<file path="src/rtl/alu_cmd_sequencer.sv">
// rtl/alu_cmd_sequencer.sv - byte-stream A/B/OP command sequencer driving the ALU and returning one result byte
module alu_cmd_sequencer #(
  parameter int NB_DATA    = 8,
  parameter int NB_OP      = 6,
  parameter int TIMEOUT    = 1000000,
  parameter int NB_TIMEOUT = 20
) (
  input  logic               i_clk,
  input  logic               i_reset,
  input  logic [NB_DATA-1:0] i_rx_data,
  input  logic               i_rx_valid,
  output logic [NB_DATA-1:0] o_data_a,
  output logic [NB_DATA-1:0] o_data_b,
  output logic [NB_OP-1:0]   o_op,
  input  logic [NB_DATA-1:0] i_alu_result,
  output logic [NB_DATA-1:0] o_tx_data,
  output logic               o_tx_valid,
  input  logic               i_tx_ready,
  output logic [2:0]         o_state,
  output logic               o_timeout,
  output logic               o_drop
);

  localparam logic [2:0] S_A    = 3'd0;
  localparam logic [2:0] S_B    = 3'd1;
  localparam logic [2:0] S_OP   = 3'd2;
  localparam logic [2:0] S_EXEC = 3'd3;
  localparam logic [2:0] S_SEND = 3'd4;

  localparam logic [NB_TIMEOUT-1:0] CNT_LAST = NB_TIMEOUT'(TIMEOUT - 1);

  logic [2:0]            state_q, state_d;
  logic [NB_DATA-1:0]    data_a_q, data_a_d;
  logic [NB_DATA-1:0]    data_b_q, data_b_d;
  logic [NB_OP-1:0]      op_q, op_d;
  logic [NB_DATA-1:0]    tx_data_q, tx_data_d;
  logic                  tx_valid_q, tx_valid_d;
  logic                  timeout_q, timeout_d;
  logic                  drop_q, drop_d;
  logic [NB_TIMEOUT-1:0] cnt_q, cnt_d;

  logic in_partial;
  logic timeout_hit;

  // A partial command is abandoned only when the idle budget is spent and no byte rescues it
  assign in_partial  = (state_q == S_B) || (state_q == S_OP);
  assign timeout_hit = in_partial && !i_rx_valid && (cnt_q == CNT_LAST);

  // State and datapath registers; reset wins over everything, including an open handshake
  always_ff @(posedge i_clk) begin
    if (i_reset) begin
      state_q    <= S_A;
      data_a_q   <= '0;
      data_b_q   <= '0;
      op_q       <= '0;
      tx_data_q  <= '0;
      tx_valid_q <= 1'b0;
      timeout_q  <= 1'b0;
      drop_q     <= 1'b0;
      cnt_q      <= '0;
    end else begin
      state_q    <= state_d;
      data_a_q   <= data_a_d;
      data_b_q   <= data_b_d;
      op_q       <= op_d;
      tx_data_q  <= tx_data_d;
      tx_valid_q <= tx_valid_d;
      timeout_q  <= timeout_d;
      drop_q     <= drop_d;
      cnt_q      <= cnt_d;
    end
  end

  // Next-state: bytes advance A->B->OP, EXEC is a single settling cycle, SEND waits for ready
  always_comb begin
    state_d = state_q;
    case (state_q)
      S_A:    if (i_rx_valid) state_d = S_B;
      S_B: begin
        if (i_rx_valid)       state_d = S_OP;
        else if (timeout_hit) state_d = S_A;
      end
      S_OP: begin
        if (i_rx_valid)       state_d = S_EXEC;
        else if (timeout_hit) state_d = S_A;
      end
      S_EXEC: state_d = S_SEND;
      S_SEND: if (i_tx_ready) state_d = S_A;
      default: state_d = S_A;
    endcase
  end

  // Register updates: operands only move on byte acceptance so the ALU inputs stay stable through SEND
  always_comb begin
    data_a_d   = data_a_q;
    data_b_d   = data_b_q;
    op_d       = op_q;
    tx_data_d  = tx_data_q;
    tx_valid_d = tx_valid_q;
    timeout_d  = timeout_hit;
    drop_d     = i_rx_valid && ((state_q == S_EXEC) || (state_q == S_SEND));
    cnt_d      = '0;
    case (state_q)
      S_A: begin
        if (i_rx_valid) data_a_d = i_rx_data;
      end
      S_B: begin
        if (i_rx_valid)        data_b_d = i_rx_data;
        else if (!timeout_hit) cnt_d    = cnt_q + NB_TIMEOUT'(1);
      end
      S_OP: begin
        if (i_rx_valid)        op_d  = i_rx_data[NB_OP-1:0];
        else if (!timeout_hit) cnt_d = cnt_q + NB_TIMEOUT'(1);
      end
      S_EXEC: begin
        tx_data_d  = i_alu_result;
        tx_valid_d = 1'b1;
      end
      S_SEND: begin
        if (i_tx_ready) tx_valid_d = 1'b0;
      end
      default: begin
        tx_valid_d = 1'b0;
      end
    endcase
  end

  assign o_state    = state_q;
  assign o_data_a   = data_a_q;
  assign o_data_b   = data_b_q;
  assign o_op       = op_q;
  assign o_tx_data  = tx_data_q;
  assign o_tx_valid = tx_valid_q;
  assign o_timeout  = timeout_q;
  assign o_drop     = drop_q;

endmodule

</file>
<file path="config.mk">
export PLATFORM = sky130hd
export DESIGN_NAME = alu_cmd_sequencer
export DESIGN_NICKNAME = d
export VERILOG_FILES = /design/src/rtl/alu_cmd_sequencer.sv
export SDC_FILE = /design/constraint.sdc
export NUM_CORES = 1
export LEC_CHECK = 0
export BUFFER_PORTS_ARGS = -buffer_cell sky130_fd_sc_hd__buf_2
export CORE_UTILIZATION = 49
export CTS_BUF_LIST = sky130_fd_sc_hd__clkbuf_8
export CTS_CLUSTER_SIZE = 16
export DETAILED_ROUTE_END_ITERATION = 8
export GPL_TIMING_DRIVEN = 1
export PLACE_DENSITY = 0.87
export SLEW_MARGIN = 20
export SYNTH_ARGS = -nofsm -noshare
export SYNTH_HDL_FRONTEND = slang
export SYNTH_SLANG_ARGS = --single-unit
export TNS_END_PERCENT = 1
</file>
<file path="constraint.sdc">
create_clock -name i_clk -period 1.9 [get_ports i_clk]
set_clock_uncertainty 0.05 [all_clocks]
set_input_delay 0.285 -clock i_clk [delete_from_list [all_inputs] [get_ports i_clk]]
set_output_delay 0.285 -clock i_clk [all_outputs]
set_load 0.02 [all_outputs]
</file>
==> metrics <==
status completed; max incr delay on CP 530 ps; most frequent cell after synthesis dfxtp_1; P_int 0.001663 W; Antenna Cells 0; sw frac 23.63%; TritonCTS buffer count 5; mean post-synth cell area 9.078 sq um; H-tree depth 2; Synth top area share 50.00%; Max IR drop VDD 0.6535 mV; EDFF count, synth 0; Vias 1931; Leakage 1.200 nW; synth warn 0; synth top area cells dfxtp_1 (50%), mux2i_1 (9.8%), nor2_1 (6.4%); Die X 69.65 um; syn_nets 268; slowest CP cell nor4b_1; Clock Power Share 35.5%; critical path class reg2reg; final-report max-slew violation count 0; DRT iter0 DRCs 127; Power Density 767.5 nW/um^2; fin util 64.73%; Post-Synthesis Cells 247; Clk pin slew, worst setup/hold paths 90 ps; first-pass GRT wire length 7.652 mm; clk sink count 56; commonest cells in the netlist dfxtp_1 (56), nor2_1 (38), nand2_1 (25); Total Power 0.002178 W; Req. time, crit path 2060 ps; layout cells sized above 1 31.65%; antenna-violating nets left 0; Clk Tree Root Cell clkbuf_8; vias in the first global route 1732; Netlist cell types 37; WL final 4.734 mm; crit path DAT 2040 ps; Worst setup EP type flop; max_cap viols 0; final RePlAce weighted congestion 0.8703; Die ar. 4850 sq um; Net Switching 0.0005147 W; final cell count without fillers 368; layout net count 336; critical path peak fanout 11; sequential area share after synthesis 50.00%; CP most frequent cell buf_4; TritonCTS clock tree yes; layout overhead on the synthesized area 26.56%; Main synth FF type dfxtp_1; combinational share of power 8.5%; Final min period 1884 ps; wire length per cell 12.86 um; core footprint 4384 sq um; largest net degree at the start of global routing 36; setup violators final 0; Avg Vias per Cell 5.247; Final Hold Vio Count 0; reg2reg start cnt_q[8]; worst skew pair latency 310 ps; hold_sp i_alu_result[0]; initial antenna violation count 0; Startpoint Class flop; min-delay worst type in2reg; sequential share of power 56.0%; placed cells 358; CP Cell Sequence buf_4 > nor4b_1 > nand4_1 > o21ai_1 > buf_4 > nor2_1; die height 69.65 um; drt first pass iters 4; Syn Std Cell Area 2242 sq um; Slew @ Worst Pin 598.9 ps; Total GRT Usage 19.90%; num rows 24; drc violations 0; Tcrit/Tclk final 99.14%; FFs w/ async S/R, synth 0%; RSZ-0062 raised after global routing yes; Congestion Overflow GR 0; setup TNS 0 ps; Design Area, Final 2838 sq um; largest area contributor in the netlist dfxtp_1; num ports 56; Slew HR 59.95%; FF+latch count, synth 56; FMAX 530.9 MHz; Cell Area, Placed 2678 sq um; Buffers on Ports 55; clk buf depth 2; critical path launch point cnt_q[8]; flop2flop setup slack 20 ps; # hold bufs at CTS 0; initial core utilization 51.14%; DP HPWL 3.280 mm
## power groups by stage
| stage | clock (W) | sequential [W] | combinational [W] |
|---|---|---|---|
| floorplan | 0 | 0.00127 | 0.0000846 |
| global placement | 0 | 0.00125 | 0.000180 |
| detailed placement | 0 | 0.00125 | 0.000184 |
| CTS | 0.000784 | 0.00122 | 0.000185 |
| global route | 0.000842 | 0.00122 | 0.000202 |
| finish | 0.000774 | 0.00122 | 0.000184 |
## logic make-up after synthesis
| kind of cell | count (synthesis) | share of synthesized area (%) |
|---|---|---|
| flip-flops | 56 | 50.00 |
| multiplexers | 22 | 9.821 |
| AND/OR/NAND/NOR | 109 | 25.00 |
| XOR/XNOR | 12 | 4.687 |
| adder cells (fa/ha/maj) | 1 | 0.5579 |
| AO/OA/AOI/OAI | 30 | 7.031 |
| buffers and inverters | 17 | 2.902 |
## final timing paths
kind,to,depth (start not counted)
worst max-delay path,cnt_q[7],6
worst max register to register,cnt_q[7],6
worst min-delay path,o_tx_data[0],3
worst min register to register,o_data_a[6],2
## per-layer routing
metal / GRT usage (%) / vias up / wire length [um]
met4: 8.000 / 0 / 108
met3: 5.233 / 11 / 184
met5: 0 / - / 0
met1: 23.77 / 889 / 2180
met2: 33.98 / 47 / 2261
li1: - / 984 / -
## stage by stage
stage	hold slack, ps	setup slack (ps)
after floorplan	365.3	-4.783
after global placement	390.7	38.00
after detailed placement	395.5	-31.78
after CTS	145.3	3.717
after global routing	153.1	-76.88
final	155.3	16.31
## critical path, delay by kind of cell (launching register included)
family	cells	cell delay (ps)
and+or+nand+nor	3	840
AOI/OAI and AO/OA	1	210
buffers and inverters	2	360
DFF	1	320
## area by class of cell
type	count	area, sq um
fill	338	1546
sequential	56	1127
multi-input combinational	174	1097
timing repair buffer	75	425.4
clock buffer	5	68.82
tap	52	65.06
clock inverter	3	42.54
inverter	3	11.26
## sequential cells by signal (all words and copies together) (netlist names)
signal / cells
o_op: 6
o_state: 3
o_data_a: 8
o_tx_valid: 1
o_tx_data: 8
o_drop: 1
o_data_b: 8
cnt_q: 20
o_timeout: 1
## layout by cell type, fill, tap and decap left out, drive strengths merged, types with 6 or more instances in the layout
cell type | synthesis | final
buf | 3 | 75
dfxtp | 56 | 56
nor2 | 38 | 38
nand2 | 25 | 25
mux2i | 22 | 22
a21oi | 18 | 18
o21ai | 9 | 9
xnor2 | 7 | 7
nand3 | 6 | 6
nor3 | 6 | 6
## repair_timing
item / 4_1_cts / 5_1_grt
setup buffers: 0 / 2
pin swaps: 0 / 2
gates resized for setup: 1 / 9
endpoints found under the setup margin: 1 / 18
Note: power is estimated with default switching activity, not from simulation.
